### src/rtl/uart_pkg.sv
// Shared types and register map for the memory-mapped UART transmitter.
// Holds the TX FSM state encoding, register offsets and STATUS bit positions.
package uart_pkg;

    typedef enum logic [1:0] {
        IDLE  = 2'd0,
        START = 2'd1,
        DATA  = 2'd2,
        STOP  = 2'd3
    } tx_state_t;

    localparam logic [31:0] TXDATA_OFS = 32'd0;
    localparam logic [31:0] STATUS_OFS = 32'd4;
    localparam logic [31:0] BAUD_OFS   = 32'd8;

    localparam int ST_BUSY   = 0;
    localparam int ST_FULL   = 1;
    localparam int ST_EMPTY  = 2;
    localparam int ST_OVF    = 3;
    localparam int ST_CNT_LO = 4;

endpackage

### src/rtl/sync_fifo.sv
// Single-clock FIFO with show-ahead head data; pop is visible on the next edge.
// A push while full is dropped unless a pop happens on the same edge.
module sync_fifo #(
    parameter int WIDTH = 8,
    parameter int DEPTH = 8
) (
    input  logic                       clk,
    input  logic                       rst,
    input  logic                       push,
    input  logic [WIDTH-1:0]           din,
    input  logic                       pop,
    output logic [WIDTH-1:0]           dout,
    output logic                       full,
    output logic                       empty,
    output logic [$clog2(DEPTH):0]     count
);

    localparam int AW = $clog2(DEPTH);

    logic [WIDTH-1:0] mem [DEPTH];
    logic [AW-1:0]    wr_ptr;
    logic [AW-1:0]    rd_ptr;
    logic             do_push;
    logic             do_pop;

    assign full    = (count == (AW+1)'(DEPTH));
    assign empty   = (count == '0);
    assign do_pop  = pop && !empty;
    assign do_push = push && (!full || do_pop);
    assign dout    = mem[rd_ptr];

    always_ff @(posedge clk) begin
        if (do_push) begin
            mem[wr_ptr] <= din;
        end
    end

    always_ff @(posedge clk) begin
        if (rst) begin
            wr_ptr <= '0;
            rd_ptr <= '0;
            count  <= '0;
        end else begin
            if (do_push) begin
                wr_ptr <= wr_ptr + 1'b1;
            end
            if (do_pop) begin
                rd_ptr <= rd_ptr + 1'b1;
            end
            case ({do_push, do_pop})
                2'b10:   count <= count + 1'b1;
                2'b01:   count <= count - 1'b1;
                default: count <= count;
            endcase
        end
    end

endmodule

### src/rtl/mmio_uart_tx.sv
// 8N1 UART transmitter behind a 3-register MMIO window; line falls one edge after a push into an empty FIFO.
// Reads are combinational; pushes into a full FIFO are dropped and flagged in a sticky overflow bit.
module mmio_uart_tx
    import uart_pkg::*;
#(
    parameter logic [31:0]      BASE_ADDR   = 32'h0000_1000,
    parameter int               FIFO_DEPTH  = 8,
    parameter int               DIV_W       = 16,
    parameter logic [DIV_W-1:0] DEFAULT_DIV = DIV_W'(9)
) (
    input  logic        clk,
    input  logic        rst,
    input  logic        mem_write,
    input  logic        mem_read,
    input  logic [31:0] addr,
    input  logic [31:0] write_data,
    output logic [31:0] read_data,
    output logic        uart_tx
);

    localparam int CW = $clog2(FIFO_DEPTH) + 1;

    logic             sel_tx, sel_st, sel_bd;
    logic             wr_tx, wr_st, wr_bd;
    logic             fifo_pop, fifo_full, fifo_empty;
    logic [7:0]       fifo_head;
    logic [CW-1:0]    fifo_count;
    logic             overflow_q;
    logic [DIV_W-1:0] baud_div_q;
    logic [3:0]       cnt4;
    logic [31:0]      status;

    tx_state_t        state_q, state_d;
    logic [DIV_W-1:0] baud_q, baud_d;
    logic [DIV_W-1:0] div_q, div_d;
    logic [2:0]       bit_q, bit_d;
    logic [7:0]       shift_q, shift_d;
    logic             tx_q, tx_d;

    assign sel_tx = (addr == BASE_ADDR + TXDATA_OFS);
    assign sel_st = (addr == BASE_ADDR + STATUS_OFS);
    assign sel_bd = (addr == BASE_ADDR + BAUD_OFS);
    assign wr_tx  = mem_write && sel_tx;
    assign wr_st  = mem_write && sel_st;
    assign wr_bd  = mem_write && sel_bd;

    sync_fifo #(
        .WIDTH (8),
        .DEPTH (FIFO_DEPTH)
    ) u_fifo (
        .clk   (clk),
        .rst   (rst),
        .push  (wr_tx),
        .din   (write_data[7:0]),
        .pop   (fifo_pop),
        .dout  (fifo_head),
        .full  (fifo_full),
        .empty (fifo_empty),
        .count (fifo_count)
    );

    always_ff @(posedge clk) begin
        if (rst) begin
            overflow_q <= 1'b0;
            baud_div_q <= DEFAULT_DIV;
        end else begin
            // A full FIFO that is popping this edge still has room for the push.
            if (wr_tx && fifo_full && !fifo_pop) begin
                overflow_q <= 1'b1;
            end else if (wr_st && write_data[ST_OVF]) begin
                overflow_q <= 1'b0;
            end
            if (wr_bd) begin
                baud_div_q <= write_data[DIV_W-1:0];
            end
        end
    end

    always_comb begin
        state_d  = state_q;
        baud_d   = baud_q;
        div_d    = div_q;
        bit_d    = bit_q;
        shift_d  = shift_q;
        tx_d     = tx_q;
        fifo_pop = 1'b0;
        case (state_q)
            IDLE: begin
                if (!fifo_empty) begin
                    fifo_pop = 1'b1;
                    shift_d  = fifo_head;
                    div_d    = baud_div_q;
                    baud_d   = baud_div_q;
                    tx_d     = 1'b0;
                    state_d  = START;
                end
            end
            START: begin
                if (baud_q == '0) begin
                    tx_d    = shift_q[0];
                    bit_d   = 3'd0;
                    baud_d  = div_q;
                    state_d = DATA;
                end else begin
                    baud_d = baud_q - 1'b1;
                end
            end
            DATA: begin
                if (baud_q == '0) begin
                    baud_d = div_q;
                    if (bit_q == 3'd7) begin
                        tx_d    = 1'b1;
                        state_d = STOP;
                    end else begin
                        shift_d = shift_q >> 1;
                        tx_d    = shift_q[1];
                        bit_d   = bit_q + 1'b1;
                    end
                end else begin
                    baud_d = baud_q - 1'b1;
                end
            end
            STOP: begin
                if (baud_q == '0) begin
                    state_d = IDLE;
                end else begin
                    baud_d = baud_q - 1'b1;
                end
            end
            default: state_d = IDLE;
        endcase
    end

    always_ff @(posedge clk) begin
        if (rst) begin
            state_q <= IDLE;
            baud_q  <= '0;
            div_q   <= '0;
            bit_q   <= '0;
            shift_q <= '0;
            tx_q    <= 1'b1;
        end else begin
            state_q <= state_d;
            baud_q  <= baud_d;
            div_q   <= div_d;
            bit_q   <= bit_d;
            shift_q <= shift_d;
            tx_q    <= tx_d;
        end
    end

    assign uart_tx = tx_q;

    always_comb begin
        cnt4 = (32'(fifo_count) > 32'd15) ? 4'hF : 4'(fifo_count);
    end

    assign status = {24'd0, cnt4, overflow_q, fifo_empty, fifo_full, (state_q != IDLE)};

    always_comb begin
        read_data = '0;
        if (mem_read) begin
            if (sel_st) begin
                read_data = status;
            end else if (sel_bd) begin
                read_data = 32'(baud_div_q);
            end
        end
    end

endmodule

### config.mk
export PLATFORM = sky130hd
export DESIGN_NAME = mmio_uart_tx
export DESIGN_NICKNAME = d
export VERILOG_FILES = /design/src/rtl/uart_pkg.sv /design/src/rtl/sync_fifo.sv /design/src/rtl/mmio_uart_tx.sv
export SDC_FILE = /design/constraint.sdc
export NUM_CORES = 1
export LEC_CHECK = 0
export ABC_AREA = 0
export CELL_PAD_IN_SITES_DETAIL_PLACEMENT = 0
export CELL_PAD_IN_SITES_GLOBAL_PLACEMENT = 1
export CORE_UTILIZATION = 43
export CTS_CLUSTER_DIAMETER = 60
export CTS_CLUSTER_SIZE = 24
export DETAILED_ROUTE_END_ITERATION = 6
export GPL_TIMING_DRIVEN = 0
export PLACE_DENSITY = 0.91
export SYNTH_ARGS = -nofsm -noshare
export SYNTH_HDL_FRONTEND = slang
export SYNTH_SLANG_ARGS = --single-unit
export TNS_END_PERCENT = 100
### constraint.sdc
create_clock -name clk -period 3.3 [get_ports clk]
set_clock_uncertainty 0.1 [all_clocks]
set_input_delay 0.66 -clock clk [delete_from_list [all_inputs] [get_ports clk]]
set_output_delay 0.66 -clock clk [all_outputs]
set_load 0.02 [all_outputs]
==> reports/qor.yml <==
run:
  max-cap-violations: 0
synthesis:
  dominantRegCellSynth: "sky130_fd_sc_hd__dfxtp_1"
  synth_top_cell_area_share: 0.288
  netlist_top_cells_area: "sky130_fd_sc_hd__edfxtp_1 (29%), sky130_fd_sc_hd__dfxtp_1 (23%), sky130_fd_sc_hd__mux4_2 (5.4%)"
  ys_warn_count: 0
  postSynthAreaPerCell_um2: 10.6
  number_of_storage_elements_in_the_synthesis_netlist: 140
  syn_inst: 626
  yosys.cell_types.count: 61
  netlist_area_mm2: 0.00666
  synth_area_leader_cell: "sky130_fd_sc_hd__edfxtp_1"
  seq_area_frac_synth: 0.517
  synth-async-reset-ratio: 0
  post_synth_edffs: 64
critical_path:
  setup.worst_path.start_class: "input port"
  worst-path-max-fanout: 10
  worstSetupPathType: "input port to output pin"
  timing.reg2reg.worst_path_depth: 12
  crit_arrival_ps: 2490
  setup.worst_path.end_class: "output pin"
  cp.required_ps: 2540
finish:
  multi_input_comb_area_mm2: 0.00302
  postLayoutCoreUtil: 0.548
  share_of_layout_cells_above_drive_strength_1: 0.158
  area_growth_syn_to_layout_pct: 24.4
  regArea_mm2: 0.00344
  num-nets-final: 817
  layout.cells.most_common_list: "sky130_fd_sc_hd__dfxtp_1 (76), sky130_fd_sc_hd__edfxtp_1 (64), sky130_fd_sc_hd__nor2_1 (59), sky130_fd_sc_hd__nand2_1 (59), sky130_fd_sc_hd__clkdlybuf4s50_1 (52)"
  antenna_cells_inserted: 0
  final_cell_area_mm2: 0.00829
  filler_cell_count: 1263
  layout.cells.most_common: "sky130_fd_sc_hd__dfxtp_1"
global_routing:
  grt_usage: 0.225
  grt_remaining_overflow: 0
  first_global_vias: 5160
  first_pass_grt_wire_length_um: 27300
  grt_antenna_before_repair: 0
  largest_net_degree_at_the_start_of_global_routing: 17
floorplanning:
  core_area_mm2: 0.0151
  die_width_um: 126
  initial_standard_cell_utilization_of_the_core: 0.440
  full_die_area_mm2: 0.0160
  fp-row-count: 45
  die_h_um: 126
  num_io_pins: 101
cts:
  cts_made_buffers: 17
  clockRootBuffer: "sky130_fd_sc_hd__clkbuf_16"
  count_of_hold_fix_buffers_inserted_at_cts: 0
  cts_tree: "done"
  clock_latency_ps: 430
  clock_sinks: 140
  buffers_from_clock_root_to_sink_at_most: 2
  clk_transition_reported_paths_ps: 60
  htree_num_levels: 4
pwr:
  clock_power_share: 0.274
  seq_power_share: 0.323
  p_leak_nw: 3.04
  p_int_mw: 4.08
  total_power_divided_by_cell_area_mw_per_mm2: 812
  max-vdd-ir-drop_uv: 448
  total_chip_power_mw: 6.73
  power.share.combinational: 0.402
  power.switching_fraction: 0.394
  total_switching_power_mw: 2.65
sta:
  tightestPinTransition_ps: 859
  holdWs_ps: 357
  report.final.setup_viol: 0
  timing.final.crit_share: 0.985
  max_freq_mhz: 308
  hold_violations: 0
  worst_slew_margin_rel: 0.422
  final_period_minus_worst_setup_slack_ps: 3250
  final_slew_violations: 0
route:
  remaining_drc_errors: 0
  total_via_count_after_detailed_routing: 5232
  route.detailed.wl_per_inst_um: 18.3
  antenna_violating_nets_post_route: 0
  wirelength_um: 17100
  avgViaCountPerCell: 5.60
  firstDrtPassIters: 5
  drtIter0Drc: 321
min_path:
  worst_hold_path_type: "flip-flop to flip-flop"
  worstHoldPathCells: 2
placed_design:
  dp_area_mm2: 0.00764
  detailed_place_hpwl_um: 11900
  finalWeightedCongestion: 0.942
  port-buffer-count: 68
outcome:
  run_status: "finished clean"
## metal layers
| metal | vias to the layer above | GRT usage | share of wire |
|---|---|---|---|
| met5 | - | 0 | 0 |
| li1 | 2463 | - | - |
| met4 | 0 | 0.0858 | 0.020 |
| met1 | 2503 | 0.289 | 0.42 |
| met3 | 27 | 0.0548 | 0.075 |
| met2 | 239 | 0.368 | 0.48 |
## flip-flops by register name (all words and copies together) (netlist names), 3 cells and up, named ones only
| name | cells |
|---|---|
| bit_q | 3 |
| u_fifo.mem | 64 |
| u_fifo.wr_ptr | 3 |
| u_fifo.count | 4 |
| div_q | 16 |
| baud_div_q | 16 |
| u_fifo.rd_ptr | 3 |
| shift_q | 8 |
| baud_q | 16 |
## synth_stat cells, types with 2 or more instances
cell                        instances
sky130_fd_sc_hd__mux4_2            16
sky130_fd_sc_hd__nor3_1            18
sky130_fd_sc_hd__buf_2              6
sky130_fd_sc_hd__nor2_1            66
sky130_fd_sc_hd__nand2b_1           8
sky130_fd_sc_hd__mux2i_1           33
sky130_fd_sc_hd__nand2_1           59
sky130_fd_sc_hd__ha_1              14
sky130_fd_sc_hd__a211oi_1           2
sky130_fd_sc_hd__xor2_1             8
sky130_fd_sc_hd__nor4b_1            2
sky130_fd_sc_hd__o21ai_0           16
sky130_fd_sc_hd__xnor2_1            8
sky130_fd_sc_hd__a32o_1             4
sky130_fd_sc_hd__o211ai_1           3
sky130_fd_sc_hd__a21o_1             3
sky130_fd_sc_hd__nand4_1            6
sky130_fd_sc_hd__a22oi_1            5
sky130_fd_sc_hd__and2_1            10
sky130_fd_sc_hd__edfxtp_1          64
sky130_fd_sc_hd__inv_1             19
sky130_fd_sc_hd__nand3_1           11
sky130_fd_sc_hd__dfxtp_1           76
sky130_fd_sc_hd__nor2b_1           11
sky130_fd_sc_hd__nand3b_1           5
sky130_fd_sc_hd__and3_1             4
sky130_fd_sc_hd__buf_4             16
sky130_fd_sc_hd__o41ai_1            5
sky130_fd_sc_hd__a31oi_1            3
sky130_fd_sc_hd__clkbuf_1          27
sky130_fd_sc_hd__nor3b_1            4
sky130_fd_sc_hd__nor4_1             8
sky130_fd_sc_hd__a22o_1             5
sky130_fd_sc_hd__o2bb2ai_1          7
sky130_fd_sc_hd__a21oi_1           48
## cell families after synthesis
| logic type | count (synthesis) | synth area share |
|---|---|---|
| simple gates | 221 | 0.164 |
| flops | 140 | 0.517 |
| compound gates | 112 | 0.110 |
| buf+inv | 70 | 0.0513 |
| mux | 51 | 0.108 |
| xor+xnor | 16 | 0.0210 |
| fa+ha+maj | 15 | 0.0293 |
| other cells | 1 | 0.000563 |
## final timing paths
check | from | end | slack (ps)
worst max-delay path | addr[13] | read_data[1] | 50
worst min register to register | div_q[8] | div_q[8] | 360
worst max register to register | state_q[0] | u_fifo.count[3] | 350
worst min-delay path | div_q[8] | div_q[8] | 360
## power by group through the flow
| stage | combinational [mW] | clock, mW | sequential (mW) |
|---|---|---|---|
| after detailed placement | 2.63 | 0 | 2.20 |
| after global placement | 2.57 | 0 | 2.19 |
| after global routing | 2.97 | 1.94 | 2.20 |
| after CTS | 2.66 | 1.87 | 2.17 |
| after floorplan | 2.01 | 0 | 2.16 |
| final | 2.71 | 1.85 | 2.18 |
## critical path, cell delays in order
cell,delay [ps]
sky130_fd_sc_hd__clkdlybuf4s50_1,410
sky130_fd_sc_hd__nor4b_2,330
sky130_fd_sc_hd__nand4_1,180
sky130_fd_sc_hd__nor2_2,180
sky130_fd_sc_hd__and3_4,240
sky130_fd_sc_hd__clkbuf_8,160
sky130_fd_sc_hd__a32o_1,140
sky130_fd_sc_hd__buf_2,170
## repair_timing
item                       CTS  global route
hold endpoints to repair     0             0
gates resized for setup     78             7
setup buffers                3             4
setup endpoints to repair   81            25
pin swaps                    4             2
## through the flow
stage / setup WS (ps) / TNS (ps) / instances
after floorplan: 228 / 0 / 641
after global placement: -1170 / -62890 / 897
after detailed placement: -1260 / -67600 / 897
after CTS: -82.7 / -82.7 / 931
after global routing: -24.5 / -24.5 / 935
final: 51.0 / 0 / 935
## area by class of cell
| cell class | instances | share of cell area |
|---|---|---|
| Buffer | 50 | 0.0335 |
| Clock buffer | 17 | 0.0513 |
| Clock inverter | 15 | 0.0192 |
| Inverter | 19 | 0.00860 |
| Multi-Input combinational cell | 431 | 0.364 |
| Sequential cell | 140 | 0.415 |
| Tap cell | 188 | 0.0284 |
| Timing Repair Buffer | 75 | 0.0803 |
No activity file was read; power rests on OpenSTA's default activity.
